### src/rtl/instruction_encoder_loader.sv
// Immediate-field encoder and IMEM loader: packs signed immediates into their ImmSrc bit fields,
// range-checks them and streams the encoded words into instruction memory from address 0.
module instruction_encoder_loader #(
   parameter int ADDR_W = 8,
   parameter int DEPTH  = 256
) (
   input  logic              clk,
   input  logic              reset,
   input  logic              start,
   input  logic              in_valid,
   output logic              in_ready,
   input  logic [15:0]       in_base,
   input  logic [7:0]        in_imm,
   input  logic [1:0]        in_immsrc,
   input  logic              in_last,
   output logic              mem_we,
   output logic [ADDR_W-1:0] mem_addr,
   output logic [15:0]       mem_wdata,
   output logic              busy,
   output logic              done,
   output logic              err_range,
   output logic              err_addr,
   output logic [ADDR_W:0]   word_count
);

   typedef enum logic [1:0] {
      IDLE,
      LOAD,
      DONE,
      FAULT
   } state_t;

   localparam logic [ADDR_W-1:0] LAST_ADDR = ADDR_W'(DEPTH - 1);
   localparam logic [ADDR_W:0]   COUNT_ONE = {{ADDR_W{1'b0}}, 1'b1};

   state_t            state;
   logic [ADDR_W-1:0] addr;
   logic [15:0]       enc_word;
   logic              beat_legal;
   logic              accept;

   // Start from the base word so unlisted bits pass through, then overwrite the target field.
   always_comb begin
      enc_word   = in_base;
      beat_legal = 1'b0;
      case (in_immsrc)
         2'b00: begin
            if (in_base[15:12] == 4'hA) begin
               enc_word[8:1] = in_imm;
               beat_legal    = 1'b1;
            end else if (in_base[15:12] == 4'hD) begin
               enc_word[11:4] = in_imm;
               beat_legal     = 1'b1;
            end
         end
         2'b01: begin
            enc_word[5:0] = in_imm[5:0];
            beat_legal    = (in_imm[7:5] == 3'b000) || (in_imm[7:5] == 3'b111);
         end
         2'b10: begin
            enc_word[5:3] = in_imm[2:0];
            beat_legal    = (in_imm[7:3] == 5'b00000);
         end
         default: begin
            enc_word[5:1] = in_imm[4:0];
            beat_legal    = (in_imm[7:4] == 4'b0000) || (in_imm[7:4] == 4'b1111);
         end
      endcase
   end

   assign accept = in_valid && in_ready;

   always_ff @(posedge clk) begin
      if (reset) begin
         state      <= IDLE;
         addr       <= '0;
         in_ready   <= 1'b0;
         mem_we     <= 1'b0;
         mem_addr   <= '0;
         mem_wdata  <= '0;
         busy       <= 1'b0;
         done       <= 1'b0;
         err_range  <= 1'b0;
         err_addr   <= 1'b0;
         word_count <= '0;
      end else begin
         mem_we <= 1'b0;
         case (state)
            LOAD: begin
               if (accept) begin
                  if (beat_legal) begin
                     mem_we     <= 1'b1;
                     mem_addr   <= addr;
                     mem_wdata  <= enc_word;
                     addr       <= addr + ADDR_W'(1);
                     word_count <= word_count + COUNT_ONE;
                     if (in_last) begin
                        state    <= DONE;
                        in_ready <= 1'b0;
                        busy     <= 1'b0;
                        done     <= 1'b1;
                     end else if (addr == LAST_ADDR) begin
                        state    <= FAULT;
                        in_ready <= 1'b0;
                        busy     <= 1'b0;
                        err_addr <= 1'b1;
                     end
                  end else begin
                     state     <= FAULT;
                     in_ready  <= 1'b0;
                     busy      <= 1'b0;
                     err_range <= 1'b1;
                  end
               end
            end
            default: begin
               // A new session wipes the previous outcome but leaves the last write visible on the bus.
               if (start) begin
                  state      <= LOAD;
                  addr       <= '0;
                  in_ready   <= 1'b1;
                  busy       <= 1'b1;
                  done       <= 1'b0;
                  err_range  <= 1'b0;
                  err_addr   <= 1'b0;
                  word_count <= '0;
               end
            end
         endcase
      end
   end

endmodule
### config.mk
export PLATFORM = sky130hd
export DESIGN_NAME = instruction_encoder_loader
export DESIGN_NICKNAME = d
export VERILOG_FILES = /design/src/rtl/instruction_encoder_loader.sv
export SDC_FILE = /design/constraint.sdc
export NUM_CORES = 1
export LEC_CHECK = 0
export ABC_AREA = 1
export CAP_MARGIN = 20
export CORE_AREA = 2 2 80 82
export CTS_BUF_LIST = sky130_fd_sc_hd__clkbuf_4 sky130_fd_sc_hd__clkbuf_8
export CTS_CLUSTER_SIZE = 10
export DETAILED_ROUTE_END_ITERATION = 6
export DIE_AREA = 0 0 82 84
export PLACE_DENSITY = 0.69
export SKIP_CTS_REPAIR_TIMING = 1
export SLEW_MARGIN = 20
export SYNTH_ARGS = -nofsm -noshare
export SYNTH_HDL_FRONTEND = slang
export SYNTH_SLANG_ARGS = --single-unit
### constraint.sdc
create_clock -name clk -period 1.9 [get_ports clk]
set_input_delay 0.19 -clock clk [delete_from_list [all_inputs] [get_ports clk]]
set_output_delay 0.19 -clock clk [all_outputs]
set_load 0.02 [all_outputs]
==> results by group <==
Synth
  • Mean Syn Cell Area: 6.737 um^2
  • Synth Register Bits: 48
  • Register area share after synthesis: 40.63%
  • Synth top area share: 40.63%
  • Syn Std Cell Area: 2365 um^2
  • Post-Syn Instances: 351
  • Count of cell types in the netlist: 27
  • Cell taking the most area after synthesis: dfxtp_1
  • Area contributors post-synth: dfxtp_1 (41%), nand2_1 (15%), a21oi_1 (9.7%)
  • Synth Warn #: 0
  • Syn nets: 384

Critical path
  • Startpoint Class: primary input
  • Crit. End Element: flip-flop
  • Worst R2R Setup Slack: 0.34 ns
  • Worst r2r src: word_count[0]
  • Setup CP Type: in -> reg
  • R2R depth: 8
  • CP Launch Point: in_immsrc[1]
  • Worst reg2reg endpoint: word_count[6]
  • Worst-path fanout max: 16
  • Worst EP required: 2.12 ns
  • Worst Path Arrival: 1.86 ns

Floorplan
  • Initial Utilization: 38.79%
  • Core area: 6096 um^2
  • Std cell rows: 29
  • Die height: 84 um
  • Io pins: 70
  • Die X: 82 um
  • Die area: 6888 um^2

GRT
  • First-pass GRT wire length: 11250 um
  • Largest net degree at the start of global routing: 21
  • Vias in the first global route: 2446
  • GR Overflow Total: 0
  • Total track usage: 20.29%
  • Initial antenna violation count: 0

Place
  • Pre-CTS WS: -0.05801 ns
  • PortBufs: 69
  • Placed Instances: 518
  • DP HPWL: 4908 um
  • Final Wtd Congestion: 0.8781

Timing
  • Post-Route Skew: 0.01150 ns
  • Final hold viol count: 0
  • # setup viols final: 0
  • Tightest Pin Transition: 0.6100 ns
  • RSZ-0062 raised after global routing: no
  • Worst setup margin: 0.2589 ns
  • Slew headroom: 59.29%
  • Period minus WS final: 1.641 ns
  • Slew Viols, Final: 0
  • Final setup TNS: 0 ns
  • Min Hold Slack: 0.4652 ns
  • Fmax: 0.6093 GHz
  • Tcrit/Tclk final: 86.37%

Route
  • First-pass detailed-route iteration total: 5
  • Remaining DRCs: 0
  • DRT iter0 DRCs: 120
  • WL/cell: 12.30 um
  • Vias/cell: 4.829
  • Final wirelength: 6469 um
  • Vias: 2540
  • Final ANT Viol Nets: 0

Clock tree
  • CTS root buf: clkbuf_8
  • Htree depth: 2
  • TritonCTS buffer count: 5
  • CTS clk-pin slew, worst paths: 0.10 ns
  • Worst-Skew Late Latency: 0.31 ns
  • CTS tree: built
  • CTS sink count: 48
  • Largest buffer count on any clock path: 2

Hold path
  • Hold Path Stages: 2
  • Hold EP: state[1]
  • Hold_sp: state[1]
  • Hold WC Path Type: reg -> reg

Layout
  • Ant. Diodes: 0
  • FILL cells: 591
  • Area growth from synthesis to layout: 47.25%
  • Ratio of cells with drive above 1 in the final layout: 12.47%
  • Post-route insts no fill: 526
  • Nets: 481

Power and ir drop
  • Worst VDD drop: 0.0003245 V
  • Pwr/cell area: 622.4 nW/um^2
  • Lkg Pwr: 1.379 nW

Job
  • MaxCap Viol Count: 0

Status
  • Status: finished, final reports clean
-- per-stage QoR --
stage                     util (%)  area (um^2)  power, mW
after floorplan                  -         2365      1.239
after global placement       55.23         3367      1.419
after detailed placement     55.23         3367      1.420
after CTS                    57.12         3482      2.186
after global routing         57.12         3482      2.264
final                        57.12         3482      2.167
-- cells in the mapped netlist --
cell type and n:
xor2_1 6, inv_2 4, buf_2 4, buf_4 3
nand3_4 1, nand4_1 4, nand2_2 4, o221ai_1 2
nor3_1 1, ha_1 2, inv_1 24, o211ai_1 2
clkbuf_1 6, or2_1 1, nand3_1 21, mux2_2 1
o21ai_1 6, nor2_2 3, nand3_2 1, a21oi_1 46
nor3b_1 1, nand2_1 95, dfxtp_1 48, nor2_1 43
o22ai_1 2, o21ai_0 19, or2_0 1
-- cell families after synthesis --
group	count (synthesis)	share of synthesized area, %
mux	1	0.4762
xor+xnor	6	2.222
fa+ha+maj	2	1.058
compound gates	77	16.93
flops	48	40.63
simple gates	176	31.48
buf+inv	41	7.196
-- flip-flops by register name, indices dropped and copies added, names as in the netlist --
name,count
busy,1
mem_addr,8
addr,8
err_addr,1
mem_wdata,16
mem_we,1
state,2
err_range,1
word_count,9
done,1
-- layout by cell type, fill, tap and decap left out, types with 2 or more instances in the layout --
cell type	count
nand4_1	4
nor2_1	43
nand2_1	95
inv_2	4
nor2_2	3
o21ai_0	19
nand2_2	4
o22ai_1	2
o211ai_1	2
o221ai_1	2
inv_1	24
o21ai_1	6
a21oi_1	46
nand3_1	21
ha_1	2
buf_4	32
clkdlybuf4s50_1	69
clkbuf_8	5
buf_12	2
dfxtp_1	48
xor2_1	6
-- critical path, stage by stage --
cell and delay (ns):
clkdlybuf4s50_1 0.69, nand2_2 0.11, inv_2 0.08, nand3_1 0.14, nand2_1 0.12, nand2_1 0.06, nand2_2 0.25, nor2_1 0.07
nor2_1 0.09, nor2_1 0.05
-- report_power, final --
| part | switching [mW] | internal [mW] |
|---|---|---|
| Clock | 0.373 | 0.397 |
| Combinational | 0.187 | 0.169 |
| Sequential | 0.0160 | 1.03 |
-- layout make-up --
class / count / area, um^2 / share of cell area [%]
well taps: 77 / 96.34 / 2.767
multi-input cells: 262 / 1234 / 35.43
clock inverters: 3 / 46.29 / 1.330
inverters: 28 / 105.1 / 3.018
flip-flops and latches: 48 / 960.9 / 27.60
repair buffers: 103 / 970.9 / 27.88
clock buffers: 5 / 68.82 / 1.976
-- layer usage --
metal	up-vias	global-route usage (%)	part of all wire [%]
met1	1139	28.90	49
met5	-	0	0
met4	0	5.455	0.87
met2	57	30.82	46
li1	1339	-	-
met3	5	4.221	4.5
-- worst max-delay path by stage --
stage | endpoint | slack, ns | cells after the start
floorplan | word_count[6] | 0.36 | 8
global placement | word_count[3] | -0.03 | 10
detailed placement | addr[0] | -0.06 | 8
CTS | addr[0] | 0.25 | 8
global route | addr[4] | 0.06 | 10
finish | addr[3] | 0.26 | 10
Power figures use the tool's default switching activity.
